<file path="config.mk">
export PLATFORM = sky130hd
export DESIGN_NAME = spi_master
export DESIGN_NICKNAME = d
export VERILOG_FILES = /design/src/rtl/spi_pkg.sv /design/src/rtl/spi_clk_div.sv /design/src/rtl/spi_master.sv
export SDC_FILE = /design/constraint.sdc
export NUM_CORES = 1
export LEC_CHECK = 0
export BUFFER_PORTS_ARGS = -buffer_cell sky130_fd_sc_hd__buf_4
export CORE_MARGIN = 3
export CORE_UTILIZATION = 25
export DETAILED_ROUTE_END_ITERATION = 10
export GPL_TIMING_DRIVEN = 0
export HOLD_SLACK_MARGIN = 0.08
export PLACE_DENSITY = 0.52
export SETUP_SLACK_MARGIN = 0.5
export SYNTH_ARGS = -nofsm -noshare
export SYNTH_HDL_FRONTEND = slang
export SYNTH_SLANG_ARGS = --single-unit
</file>
<file path="constraint.sdc">
create_clock -name clk -period 4.3 [get_ports clk]
set_clock_uncertainty 0.2 [all_clocks]
set_input_delay 0.86 -clock clk [delete_from_list [all_inputs] [get_ports clk]]
set_output_delay 0.86 -clock clk [all_outputs]
set_load 0.01 [all_outputs]
</file>
<file path="src/rtl/spi_pkg.sv">
// spi_pkg: definitions shared by the SPI master files.
//   SPI_WIDTH   - bits per transfer
//   spi_state_t - master FSM states: IDLE, LOW (sclk low phase), HIGH (sclk high phase)
package spi_pkg;

  localparam int SPI_WIDTH = 8;

  typedef enum logic [1:0] {
    IDLE = 2'd0,
    LOW  = 2'd1,
    HIGH = 2'd2
  } spi_state_t;

endpackage

</file>
<file path="src/rtl/spi_clk_div.sv">
// spi_clk_div: sclk half-period timer.
// Emits a one-cycle tick every HALF_PERIOD clk cycles while en is high.
// The count is held at zero while disabled, so the first tick after enabling
// arrives exactly HALF_PERIOD cycles later.
// Ports:
//   clk  - system clock
//   rst  - asynchronous active-high reset
//   en   - run the timer
//   tick - one-cycle pulse at the end of each half-period
module spi_clk_div #(
  parameter int HALF_PERIOD = 1
) (
  input  logic clk,
  input  logic rst,
  input  logic en,
  output logic tick
);

  localparam logic [7:0] LAST = 8'(HALF_PERIOD - 1);

  logic [7:0] cnt;

  always_ff @(posedge clk or posedge rst) begin
    if (rst) begin
      cnt <= '0;
    end else if (!en || cnt == LAST) begin
      cnt <= '0;
    end else begin
      cnt <= cnt + 8'd1;
    end
  end

  assign tick = en && (cnt == LAST);

endmodule

</file>
<file path="src/rtl/spi_master.sv">
// spi_master: single-byte SPI master, mode 0 (CPOL=0, CPHA=0), MSB first.
// A transfer starts when ready_send is high in IDLE; data_in is captured then
// and ignored afterwards. miso is sampled on every sclk rising edge and mosi
// changes on every sclk falling edge. After 8 sclk periods the received byte
// is loaded into data_out and ss drops.
// Optional feature: define SPI_DONE_EN to add the 'done' output, a one-cycle
// pulse coincident with the data_out update.
// Ports:
//   clk        - system clock
//   rst        - asynchronous active-high reset
//   miso       - serial data from slave
//   data_in    - byte to transmit
//   ready_send - level request to start a transfer
//   mosi       - serial data to slave
//   sclk       - serial clock, idles low
//   ss         - slave select, active-high
//   data_out   - last fully received byte
//   done       - (SPI_DONE_EN only) completion pulse
module spi_master
  import spi_pkg::*;
#(
  parameter int HALF_PERIOD = 1
) (
  input  logic                 clk,
  input  logic                 rst,
  input  logic                 miso,
  input  logic [SPI_WIDTH-1:0] data_in,
  input  logic                 ready_send,
  output logic                 mosi,
  output logic                 sclk,
  output logic                 ss,
  output logic [SPI_WIDTH-1:0] data_out
`ifdef SPI_DONE_EN
  ,
  output logic                 done
`endif
);

  localparam logic [3:0] LAST_BIT = 4'(SPI_WIDTH - 1);

  spi_state_t state_reg, state_next;

  // mosi itself carries the current bit, so the TX register only holds the
  // bits still to be sent.
  logic [SPI_WIDTH-2:0] tx_reg;
  logic [SPI_WIDTH-1:0] rx_reg;
  logic [3:0]           bit_cnt;
  logic                 tick;
  logic                 start, rise, fall, last_fall;

  spi_clk_div #(.HALF_PERIOD(HALF_PERIOD)) u_clk_div (
    .clk  (clk),
    .rst  (rst),
    .en   (state_reg != IDLE),
    .tick (tick)
  );

  always_ff @(posedge clk or posedge rst) begin
    if (rst) state_reg <= IDLE;
    else     state_reg <= state_next;
  end

  always_comb begin
    state_next = state_reg;
    start      = 1'b0;
    rise       = 1'b0;
    fall       = 1'b0;
    last_fall  = 1'b0;
    case (state_reg)
      IDLE: begin
        if (ready_send) begin
          start      = 1'b1;
          state_next = LOW;
        end
      end
      LOW: begin
        if (tick) begin
          rise       = 1'b1;
          state_next = HIGH;
        end
      end
      HIGH: begin
        if (tick) begin
          fall       = 1'b1;
          last_fall  = (bit_cnt == LAST_BIT);
          state_next = last_fall ? IDLE : LOW;
        end
      end
      default: state_next = IDLE;
    endcase
  end

  always_ff @(posedge clk or posedge rst) begin
    if (rst) begin
      tx_reg   <= '0;
      rx_reg   <= '0;
      bit_cnt  <= '0;
      mosi     <= 1'b0;
      sclk     <= 1'b0;
      ss       <= 1'b0;
      data_out <= '0;
    end else begin
      if (start) begin
        tx_reg  <= data_in[SPI_WIDTH-2:0];
        mosi    <= data_in[SPI_WIDTH-1];
        ss      <= 1'b1;
        sclk    <= 1'b0;
        bit_cnt <= '0;
      end
      if (rise) begin
        sclk   <= 1'b1;
        rx_reg <= {rx_reg[SPI_WIDTH-2:0], miso};
      end
      if (fall) begin
        sclk    <= 1'b0;
        bit_cnt <= bit_cnt + 4'd1;
        if (last_fall) begin
          data_out <= rx_reg;
          ss       <= 1'b0;
          mosi     <= 1'b0;
        end else begin
          mosi   <= tx_reg[SPI_WIDTH-2];
          tx_reg <= {tx_reg[SPI_WIDTH-3:0], 1'b0};
        end
      end
    end
  end

`ifdef SPI_DONE_EN
  logic done_reg;

  always_ff @(posedge clk or posedge rst) begin
    if (rst) done_reg <= 1'b0;
    else     done_reg <= last_fall;
  end

  assign done = done_reg;
`endif

endmodule

</file>
Word-level counts from Yosys, hierarchy flattened. Index checks and enable logic that the tools add are counted.

Register bits after elaboration: 40. Input bits: 12. Logic and storage cells: 54.

Add/sub/neg operators: 2. Eq/ne operators: 6. Muxes and demuxes: 27. Reductions and logical operators: 10.

Operators by type and width (number): $mux 7 (3); $mux 1 (17); $add 8x1->8 const B (1); $logic_not 8->1 (1); $mux 4 (2); $mux 8 (1); $mux 2 (3); $ne 2x2->1 const B (3); $pmux 2 s3 (1); $add 4x1->4 const B (1); $eq 4x3->1 const B (1); $reduce_bool 2->1 (2); $reduce_and 3->1 (1); $reduce_bool 3->1 (1); $eq 2x1->1 const B (1); $eq 2x2->1 const B (1); $logic_not 2->1 (1); $reduce_and 2->1 (1); $logic_and 1x1->1 (1); $logic_not 1->1 (1); $logic_or 1x1->1 (1).

Longest topological paths before layout. Gate-level depths: netlist of the first run.

Depth in word-level cells: 6. Mapped depth: 7. Mapped depth without buffers: 5.

Modules after synthesis. From an unflattened synthesis of the first run, not the netlist that was laid out.

Cells, all modules: 145. Area, all modules: 1809.2 µm².

By module, submodules not included: spi_master (instances 1, cells an instance 102, area each 1396.3 µm²); spi_clk_div (instances 1, cells an instance 43, area each 412.9 µm²).

Least setup slack after synthesis of the first run. Ideal clock, no wire load.

Path kind: register -> register. Start: register u_clk_div.cnt[0]. End: register data_out[0]. Library setup time: 125 ps. Arrival time: 2111 ps. Required time: 3975 ps. Path slack: 1864 ps. Stages on the path, launching flop included: 8. Clock period less this slack: 2436 ps. Cells stage by stage: dfrtp_1 > inv_1 > ha_1 > or4b_1 > clkbuf_2 > or4_4 > buf_6 > mux2_4.

Longest elaborated chain between the ends: 5.

RTL lines: start, declared (line spi_clk_div.sv:21) `logic [7:0] cnt;`; start signal, assigned (line spi_clk_div.sv:29) `cnt <= cnt + 8'd1;`; $logic_not 8->1 (*) (line spi_clk_div.sv:33) `assign tick = en && (cnt == LAST);`; $logic_and 1x1->1 (*) (line spi_clk_div.sv:33); $mux 1 (line spi_master.sv:83) `if (tick) begin`; $mux 1 (line spi_master.sv:69) `case (state_reg)`; $reduce_and 2->1 (no line) (*); end signal, assigned (line spi_master.sv:118) `data_out <= rx_reg;`; end, declared (line spi_master.sv:32) `output logic [SPI_WIDTH-1:0] data_out`.

Mark *: on every way between the ends. The rest lies on a longest branch, timed or not. A chain may end at the register's enable or synchronous reset.

Final worst setup path of the first run.
Start: register u_clk_div.cnt[0]. End: register tx_reg[4].

Longest elaborated chain between the ends: 6.

RTL lines: $logic_not 8->1 (*) (line spi_clk_div.sv:33); $logic_and 1x1->1 (*) (line spi_clk_div.sv:33); $mux 1 (line spi_master.sv:83); $mux 1 (line spi_master.sv:69); $mux 7 (line spi_master.sv:117) `if (last_fall) begin`; $mux 7 (*) (line spi_master.sv:114) `if (fall) begin`; end signal, assigned (line spi_master.sv:104) `tx_reg <= data_in[SPI_WIDTH-2:0];`; end signal, assigned (line spi_master.sv:123) `tx_reg <= {tx_reg[SPI_WIDTH-3:0], 1'b0};`; end, declared (line spi_master.sv:45) `logic [SPI_WIDTH-2:0] tx_reg;`.

Marks and branches as above.

==> results of run 1 <==
through the flow:
step	worst slack [ns]	utilization, %	instance area [µm²]	hold WS [ns]
4_1_cts	1.473	31.94	2242	0.3122
6_report	1.500	31.94	2242	0.3057
5_1_grt	1.300	31.94	2242	0.3256
3_5_place_dp	1.490	30.70	2155	0.2936
2_1_floorplan	1.864	-	1869	0.2756
3_3_place_gp	1.476	30.70	2155	0.2883
layer usage:
metal / up-vias / global-route usage (%) / wire [µm]
met1: 594 / 11.73 / 1724
li1: 602 / - / -
met3: 5 / 3.006 / 181
met4: 0 / 2.970 / 33
met5: - / 0 / 0
met2: 24 / 13.05 / 1507
area by class of cell:
type / count / share of cell area (%)
Clock inverter: 3 / 0.8371
Clock buffer: 5 / 3.069
Multi-Input combinational cell: 98 / 36.44
Timing Repair Buffer: 22 / 7.366
Tap cell: 96 / 5.357
Inverter: 5 / 0.8371
Buffer: 6 / 1.451
Sequential cell: 40 / 44.64
report_power, final:
part / internal, µW / switching (µW)
registers: 489 / 66.5
clock network: 113 / 134
logic: 222 / 164
total: 824 / 364
worst max-delay path: stages, from the launching register on:
cell and delay [ns]:
dfrtp_1 0.43, inv_1 0.07, ha_1 0.14, nor4b_1 0.84
nand4_1 0.57, mux2_2 0.43
worst paths after layout:
check                      cells past startpoint                      end                       start  slack [ns]
min in group asynchronous                      2  data_out[6]$_DFFE_PP0P_                         rst        0.55
max                                            5      tx_reg[4]$_DFF_PP0_  u_clk_div.cnt[0]$_DFF_PP0_        1.50
min reg2reg                                    1  data_out[7]$_DFFE_PP0P_       rx_reg[7]$_DFFE_PP0P_        0.31
min                                            1  data_out[7]$_DFFE_PP0P_       rx_reg[7]$_DFFE_PP0P_        0.31
max reg2reg                                    5      tx_reg[4]$_DFF_PP0_  u_clk_div.cnt[0]$_DFF_PP0_        1.50
max in group asynchronous                      2      tx_reg[4]$_DFF_PP0_                         rst        2.81
placed cells by master, fill, tap and decap left out, drive strengths merged:
master and instances:
o31ai 2, dfrtp 40, or4b 1, o211ai 2, nand3b 1, inv 5
or4 3, nand2b 3, xnor2 1, clkbuf 9, nand3 6, mux2i 3
a21oi 4, ha 3, or3b 1, o21a 1, o22ai 1, buf 24
nor3 3, a31oi 1, nor4b 1, o311ai 1, xor2 2, a21o 1
nand2 6, nor2 7, o21ai 4, a2111oi 1, and4b 1, clkinv 3
a21bo 1, nand4 3, mux2 29, nor3b 1, or3 3, nor2b 1
kinds of logic (layout without fill, tap and decap cells):
kind of cell | Yosys count | count (layout)
compound gates | 19 | 19
xor+xnor | 3 | 3
fa+ha+maj | 3 | 3
buf+inv | 11 | 41
flops | 40 | 40
mux | 32 | 32
simple gates | 41 | 41
==> impl_results.md, run 1 <==
- Outcome: completed
- Post-Route WL: 3447 µm
- Die area: 8551 µm²
- PD cells: 530.0 nW/µm²
- Final Max Tran Viols: 0
- DR pass1 iterations: 3
- Post-Syn Area: 1869 µm²
- Rows: 30
- Area of the multi-input gates: 817.0 µm²
- Total CTS buffers: 5
- Syn Area/Cell: 12.55 µm²
- CTS Root Cell: clkbuf_8
- Final setup viols: 0
- Sequential area share after synthesis: 53.55%
- Dpl hpwl: 2351 µm
- DR WL/cell: 12.53 µm
- Antenna Nets Post-Route: 0
- Netlist cell types: 40
- CTS tree: done
- Area leader, netlist: dfrtp_1
- Max_cap viols: 0
- Register bit count reported by yosys: 40
- Hold buffer count at CTS: 0
- Register cell area after layout: 1001 µm²
- CTS Buffer Depth: 2
- Via count: 1225
- Mapped Nets: 164
- Leakage power: 0.0009963 µW
- Adder-cell share of the synthesized area: 2.008%
- Initial antenna violation count: 0
- Most used flip-flop cell after synthesis: dfrtp_1
- Final period utilization: 65.11%
- Count leader, synth: dfrtp_1
- Largest net degree at the start of global routing: 41
- Tightest Pin Transition: 1.048 ns
- CP max FO: 7
- Power Total: 1188 µW
- Clock Latency Late Sink: 0.29 ns
- Final nets: 193
- I/O pin cnt: 23
- # DRC: 0
- GRT Util Overall: 8.730%
- Initial Utilization: 26.63%
- Commonest cells post-synth: 40 x dfrtp_1, 21 x mux2_2, 8 x mux2_4, 7 x nor2_1
- Share of layout cells above drive strength 1: 37.99%
- CP startpoint kind: flop
- Core ar.: 7019 µm²
- First-pass GRT wire length: 5954 µm
- Main combinational cell family by area after synthesis: multiplexers
- Iter 0 DRT Violations: 70
- PortBufs: 22
- # diodes: 0
- Dominant cells by area after synthesis: dfrtp_1 54%, mux2_2 13%, mux2_4 6.4%
- Number of post-CTS setup repair buffers: 0
- DIE WIDTH: 92.47 µm
- Synth Area in Compound Gates: 6.693%
- Dpl cells: 267
- Synth Area in Simple Gates: 12.92%
- Max_slew headroom: 29.17%
- Hold Path Class: flop to flop
- Clock Sinks: 40
- Unrepaired setup endpoints after global routing: no
- Achievable Freq: 357.2 MHz
- Crit Path Category: flop to flop
- Top-area cell type share of the netlist area: 53.55%
- Area growth from synthesis to layout: 19.95%
- Post-CTS Resized: 0
- EDFF count, synth: 0
- GR Overflow Total: 0
- H-Tree Depth: 2
- Crit end category: flop
- Post-synthesis cell count: 149
- Gpl congestion: 0.7488
- Post-synthesis mux area share: 20.68%
- CP Data Arrival Time: 2.77 ns
- Hold Vio Cnt, Final: 0
- Synth Area in XOR/XNOR: 1.406%
- Vias in the first global route: 1275
- Die boundary height: 92.47 µm
- Final min period: 2.800 ns
- Async SR Flop Fraction: 100.0%
- Clock-pin slew on the worst setup and hold paths: 0.08 ns
- Setup_tns: 0 ns
- Final cell count without fillers: 275
- Synth Warn #: 0
- Worst vdd ir: 0.2439 mV
- Worst path required time: 4.27 ns
- Fillers: 723
- Vias per cell: 4.455
Power figures use the tool's default switching activity.
==> run 2: changes to the inputs <==
- clock period: 4.3 -> 2.8 ns (I/O delays scaled with it)
==> impl_results.md, run 2 (synthesis results as in run 1) <==
- Max_cap viols: 0 (unchanged)
- Pre-CTS setup slack: -0.02451 ns (-1.514 ns)
- Hold Vio Cnt, Final: 0 (unchanged)
- CP startpoint kind: flop
- Rows: 30 (unchanged)
- Total CTS buffers: 5 (unchanged)
- PD cells: 815.7 nW/µm² (+54%)
- Slowest stage delay, CP: 0.46 ns (-0.38 ns)
- # diodes: 0 (unchanged)
- Tightest Pin Transition: 0.8461 ns (-0.2017 ns)
- Met2 wire len: 1432 µm (-5.0%)
- Initial antenna violation count: 0 (unchanged)
- Most common cell after layout, fill and taps aside: dfrtp_1
- Achievable Freq: 417.2 MHz (+17%)
- Most frequent cells in the layout: 40 x dfrtp_1, 26 x buf_4, 21 x mux2_2
- Routed met1 length: 1844 µm (+7.0%)
- DIE WIDTH: 92.47 µm (unchanged)
- Top sig layer: met3
- Delay-heaviest family, CP: simple AND/OR/NAND/NOR gates
- # DRC: 0 (unchanged)
- Setup ws final: 0.4033 ns (-1.097 ns)
- Final period utilization: 85.60% (+20 points)
- Clock-pin slew on the worst setup and hold paths: 0.08 ns (about the same)
- CP Data Arrival Time: 2.37 ns (-0.40 ns)
- PortBufs: 22 (unchanged)
- CTS Buffer Depth: 2 (unchanged)
- GRT Util Overall: 8.535% (-0.19 points)
- Crit Path Category: flop to flop
- GR Overflow Total: 0 (unchanged)
- Worst path required time: 2.78 ns (-1.49 ns)
- Antenna Nets Post-Route: 0 (unchanged)
- Dpl hpwl: 2276 µm (-3.2%)
- DR pass1 iterations: 4 (+1)
- Crit end category: flop
- Clock Sinks: 40 (unchanged)
- Worst Path Buf+Inv: 3 (+2)
- Leakage power: 0.001044 µW (+4.8%)
- Clock Latency Late Sink: 0.29 ns (about the same)
- Worst vdd ir: 0.3307 mV (+36%)
- First-pass GRT wire length: 5761 µm (-3.2%)
- Max_slew headroom: 43.51% (+14 points)
- Vias per cell: 4.368 (-1.9%)
- Post-Route WL: 3406 µm (-1.2%)
- Die area: 8551 µm² (unchanged)
- H-Tree Depth: 2 (unchanged)
- CP max FO: 9 (+2)
- Vias in the first global route: 1229 (-3.6%)
- I/O pin cnt: 23 (unchanged)
- Largest net degree at the start of global routing: 41 (unchanged)
- Gpl congestion: 0.7533 (+0.60%)
- Power Total: 1917 µW (+61%)
- Slowest cell on the critical path: or4b_4
- Hold Path Class: input port to async pin
- Final setup viols: 0 (unchanged)
- Hold slack: 0.2428 ns (-0.06283 ns)
- Final Max Tran Viols: 0 (unchanged)
- Via count: 1223 (-0.16%)
- CTS Root Cell: clkbuf_8
- Final nets: 198 (+2.6%)
- Initial Utilization: 26.63% (unchanged)
- Unrepaired setup endpoints after global routing: yes
- Final min period: 2.397 ns (-0.4030 ns)
- Area growth from synthesis to layout: 25.70%
- Most common cell on crit path: buf_8
- Core ar.: 7019 µm² (unchanged)
- Critical Path Start: u_clk_div.cnt[1]$_DFF_PP0_
- FF-to-FF Start: u_clk_div.cnt[1]$_DFF_PP0_
- Met3 Wirelength: 128 µm (-29%)
- Iter 0 DRT Violations: 28 (-60%)
- CTS tree: done
- Crit-path cells: inv_1 -> ha_2 -> or4b_4 -> buf_8 -> or4_4 -> buf_8 -> mux2_4
- Die boundary height: 92.47 µm (unchanged)
- DR WL/cell: 12.16 µm (-3.0%)
- Outcome: completed
- Share of layout cells above drive strength 1: 42.39% (+4.4 points)
## run 2: power breakdown
| part | leakage [µW] | switching, µW | internal, µW |
|---|---|---|---|
| clock network | 0.0000445 | 203 | 200 |
| registers | 0.000493 | 99.1 | 751 |
| logic | 0.000507 | 271 | 392 |
## run 2: final timing paths
check / to / slack (ns) / cells after the start
max in group asynchronous: rx_reg[0]$_DFFE_PP0P_ / 1.62 / 2
min: u_clk_div.cnt[5]$_DFF_PP0_ / 0.24 / 2
max reg2reg: data_out[1]$_DFFE_PP0P_ / 0.40 / 7
min in group clk: ss$_DFF_PP0_ / 0.30 / 1
max: data_out[1]$_DFFE_PP0P_ / 0.40 / 7
min reg2reg: ss$_DFF_PP0_ / 0.30 / 1
## run 2: layer usage
layer | global-route usage, % | vias to the layer above
li1 | - | 611
met1 | 12.01 | 591
met2 | 12.63 | 21
met3 | 2.924 | 0
met4 | 1.856 | 0
met5 | 0 | -
## run 2: final cells by class
class	count	area [µm²]
inverter	5	18.77
clock inverter	1	7.507
buffer	6	52.55
multi-input combinational	98	857.1
clock buffer	7	86.33
timing repair buffer	27	206.4
tap	96	120.1
sequential	40	1001
fill	727	4669
## run 2: stage by stage
stage	setup TNS, ns	cell area [µm²]	utilization, %	instances
after floorplan	0	1888	-	149
after detailed placement	-0.1250	2173	30.96	267
after CTS	0	2322	33.08	280
final	0	2350	33.48	280
after global routing	0	2350	33.48	280
after global placement	-0.3032	2173	30.96	267
## run 2: repair_timing
item / CTS / global route
gates resized for setup: 5 / 6
hold buffers: 0 / 0
buffers inserted: 4 / 0
gates cloned: 1 / 0
pin swaps: 1 / 0
endpoints found under the setup margin: 26 / 32
endpoints found under the hold margin: 0 / 0
==> run 3: changes to the inputs <==
==> constraint.sdc (replaced) <==
create_clock -name clk -period 2.8 [get_ports clk]
set_clock_uncertainty 0.2 [all_clocks]
set_input_delay 0.14 -clock clk [delete_from_list [all_inputs] [get_ports clk]]
set_output_delay 0.14 -clock clk [all_outputs]
set_load 0.01 [all_outputs]
==> impl_results.md, run 3 (synthesis results as in run 1) <==
- DR WL/cell: 11.90 µm (-2.1%)
- Die area: 8551 µm² (unchanged)
- Reg2Reg Depth: 7 (unchanged)
- First-pass GRT wire length: 5871 µm (+1.9%)
- Met2 wire len: 1473 µm (+2.9%)
- Initial antenna violation count: 0 (unchanged)
- Layout Utilization: 35.04% (+1.6 points)
- Setup slack, reg-to-reg: 0.40 ns (about the same)
- PortBufs: 22 (unchanged)
- Gpl congestion: 0.7533 (unchanged)
- Largest net degree at the start of global routing: 41 (unchanged)
- Dpl cells: 267 (unchanged)
- Clock Latency Late Sink: 0.29 ns (about the same)
- Share of layout cells above drive strength 1: 40.00% (-2.4 points)
- Routed met1 length: 1848 µm (+0.22%)
- Area of all placed cells without fillers: 2460 µm² (+4.7%)
- CP Data Arrival Time: 2.37 ns (about the same)
- Achievable Freq: 417.2 MHz (about the same)
- I/O pin cnt: 23 (unchanged)
- Clock-pin slew on the worst setup and hold paths: 0.08 ns (about the same)
- Worst vdd ir: 0.3279 mV (-0.84%)
- FF-to-FF Start: u_clk_div.cnt[1]$_DFF_PP0_
- Via count: 1271 (+3.9%)
- Leakage power: 0.001090 µW (+4.4%)
- Register cell area after layout: 1001 µm² (unchanged)
- Post-Route WL: 3464 µm (+1.7%)
- DR pass1 iterations: 4 (unchanged)
- # DRC: 0 (unchanged)
- Most frequent cells in the layout: 40 x dfrtp_1, 26 x buf_4, 21 x mux2_2
- Final setup viols: 0 (unchanged)
- DIE WIDTH: 92.47 µm (unchanged)
- Initial Utilization: 26.63% (unchanged)
- Core ar.: 7019 µm² (unchanged)
- Clock Sinks: 40 (unchanged)
- Critical Path Start: u_clk_div.cnt[1]$_DFF_PP0_
- Total CTS buffers: 5 (unchanged)
- Outcome: completed
- CTS tree: done
- H-Tree Depth: 2 (unchanged)
- Final cell count without fillers: 291 (+3.9%)
- CTS Root Cell: clkbuf_8
- Fillers: 717 (-1.4%)
- Final period utilization: 85.60% (about the same)
- Tightest Pin Transition: 0.8442 ns (-0.001834 ns)
- CP endpoint: data_out[1]$_DFFE_PP0P_
- Hold Vio Cnt, Final: 0 (unchanged)
- Unrepaired setup endpoints after global routing: yes
- Hold Path Class: flop to flop
- GRT Util Overall: 8.673% (+0.14 points)
- Final nets: 209 (+5.6%)
- Crit end category: flop
- Vias in the first global route: 1262 (+2.7%)
- Power Total: 1929 µW (+0.62%)
- Iter 0 DRT Violations: 28 (unchanged)
- Antenna Nets Post-Route: 0 (unchanged)
- CP startpoint kind: flop
- Rows: 30 (unchanged)
- GR Overflow Total: 0 (unchanged)
- Max_cap viols: 0 (unchanged)
- Dpl hpwl: 2276 µm (unchanged)
- Final min period: 2.397 ns (-0.00004000 ns)
- Die boundary height: 92.47 µm (unchanged)
- Placed inst area: 2173 µm² (unchanged)
- Crit Path Category: flop to flop
- Top sig layer: met3
- PD cells: 784.0 nW/µm² (-3.9%)
- CTS Buffer Depth: 2 (unchanged)
- Met3 Wirelength: 142 µm (+11%)
- Worst path required time: 2.78 ns (about the same)
- Area of the multi-input gates: 857.1 µm² (unchanged)
- Most common cell after layout, fill and taps aside: dfrtp_1
- Vias per cell: 4.368 (about the same)
- Max_slew headroom: 43.64% (+0.12 points)
- FF-to-FF End: data_out[1]$_DFFE_PP0P_
- Area growth from synthesis to layout: 31.59%
- Final Max Tran Viols: 0 (unchanged)
- # diodes: 0 (unchanged)
- CP max FO: 9 (unchanged)
- Setup_tns: 0 ns (unchanged)
run 3: changes by cell type in the layout (fill, tap and decap cells not counted):
cell	before	now
dlygate4sd3_1	0	11
run 3: worst min-delay path by stage:
stage / start / to / slack [ns] / depth (start not counted)
global route: ss$_DFF_PP0_ / ss$_DFF_PP0_ / 0.32 / 1
floorplan: miso / rx_reg[0]$_DFFE_PP0P_ / 0.09 / 1
finish: ss$_DFF_PP0_ / ss$_DFF_PP0_ / 0.30 / 1
detailed placement: miso / rx_reg[0]$_DFFE_PP0P_ / 0.18 / 2
global placement: miso / rx_reg[0]$_DFFE_PP0P_ / 0.17 / 2
CTS: ss$_DFF_PP0_ / ss$_DFF_PP0_ / 0.30 / 1
run 3: what timing repair did:
| action | CTS | global route |
|---|---|---|
| cloned | 1 | 0 |
| endpoints found under the setup margin | 26 | 32 |
| hold endpoints to repair | 50 | 0 |
| setup buffers | 4 | 0 |
| pin swaps | 1 | 0 |
| hold buffers | 11 | 0 |
| resized for setup | 5 | 6 |
run 3: report_power, final:
| group | total (µW) | internal, µW | switching [µW] |
|---|---|---|---|
| Clock | 404 | 200 | 203 |
| Combinational | 675 | 402 | 273 |
| Sequential | 850 | 751 | 99.1 |
run 3: through the flow:
step,setup WS (ns),hold slack (ns)
floorplan,0.4323,0.09045
global placement,-0.05145,0.1744
detailed placement,-0.02451,0.1805
CTS,0.3950,0.3038
global route,0.3312,0.3187
finish,0.4033,0.2994
run 3: worst max-delay path, cell delays in order, from the launching register on:
cell and delay [ns]:
dfrtp_1 0.38, inv_1 0.06, ha_2 0.16, or4b_4 0.46
buf_8 0.14, or4_4 0.42, buf_8 0.17, mux2_4 0.29
run 3: cell type report:
type	count	share of cell area [%]
clock inverters	1	0.3052
flip-flops and latches	40	40.69
inverters	5	0.7630
repair buffers	38	12.87
clock buffers	7	3.510
plain buffers	6	2.136
well taps	96	4.883
multi-input cells	98	34.84
run 3: metal layers:
metal	vias to the layer above	global-route usage, %
li1	634	-
met1	612	12.11
met2	25	12.99
met3	0	2.924
met4	0	1.856
met5	-	0
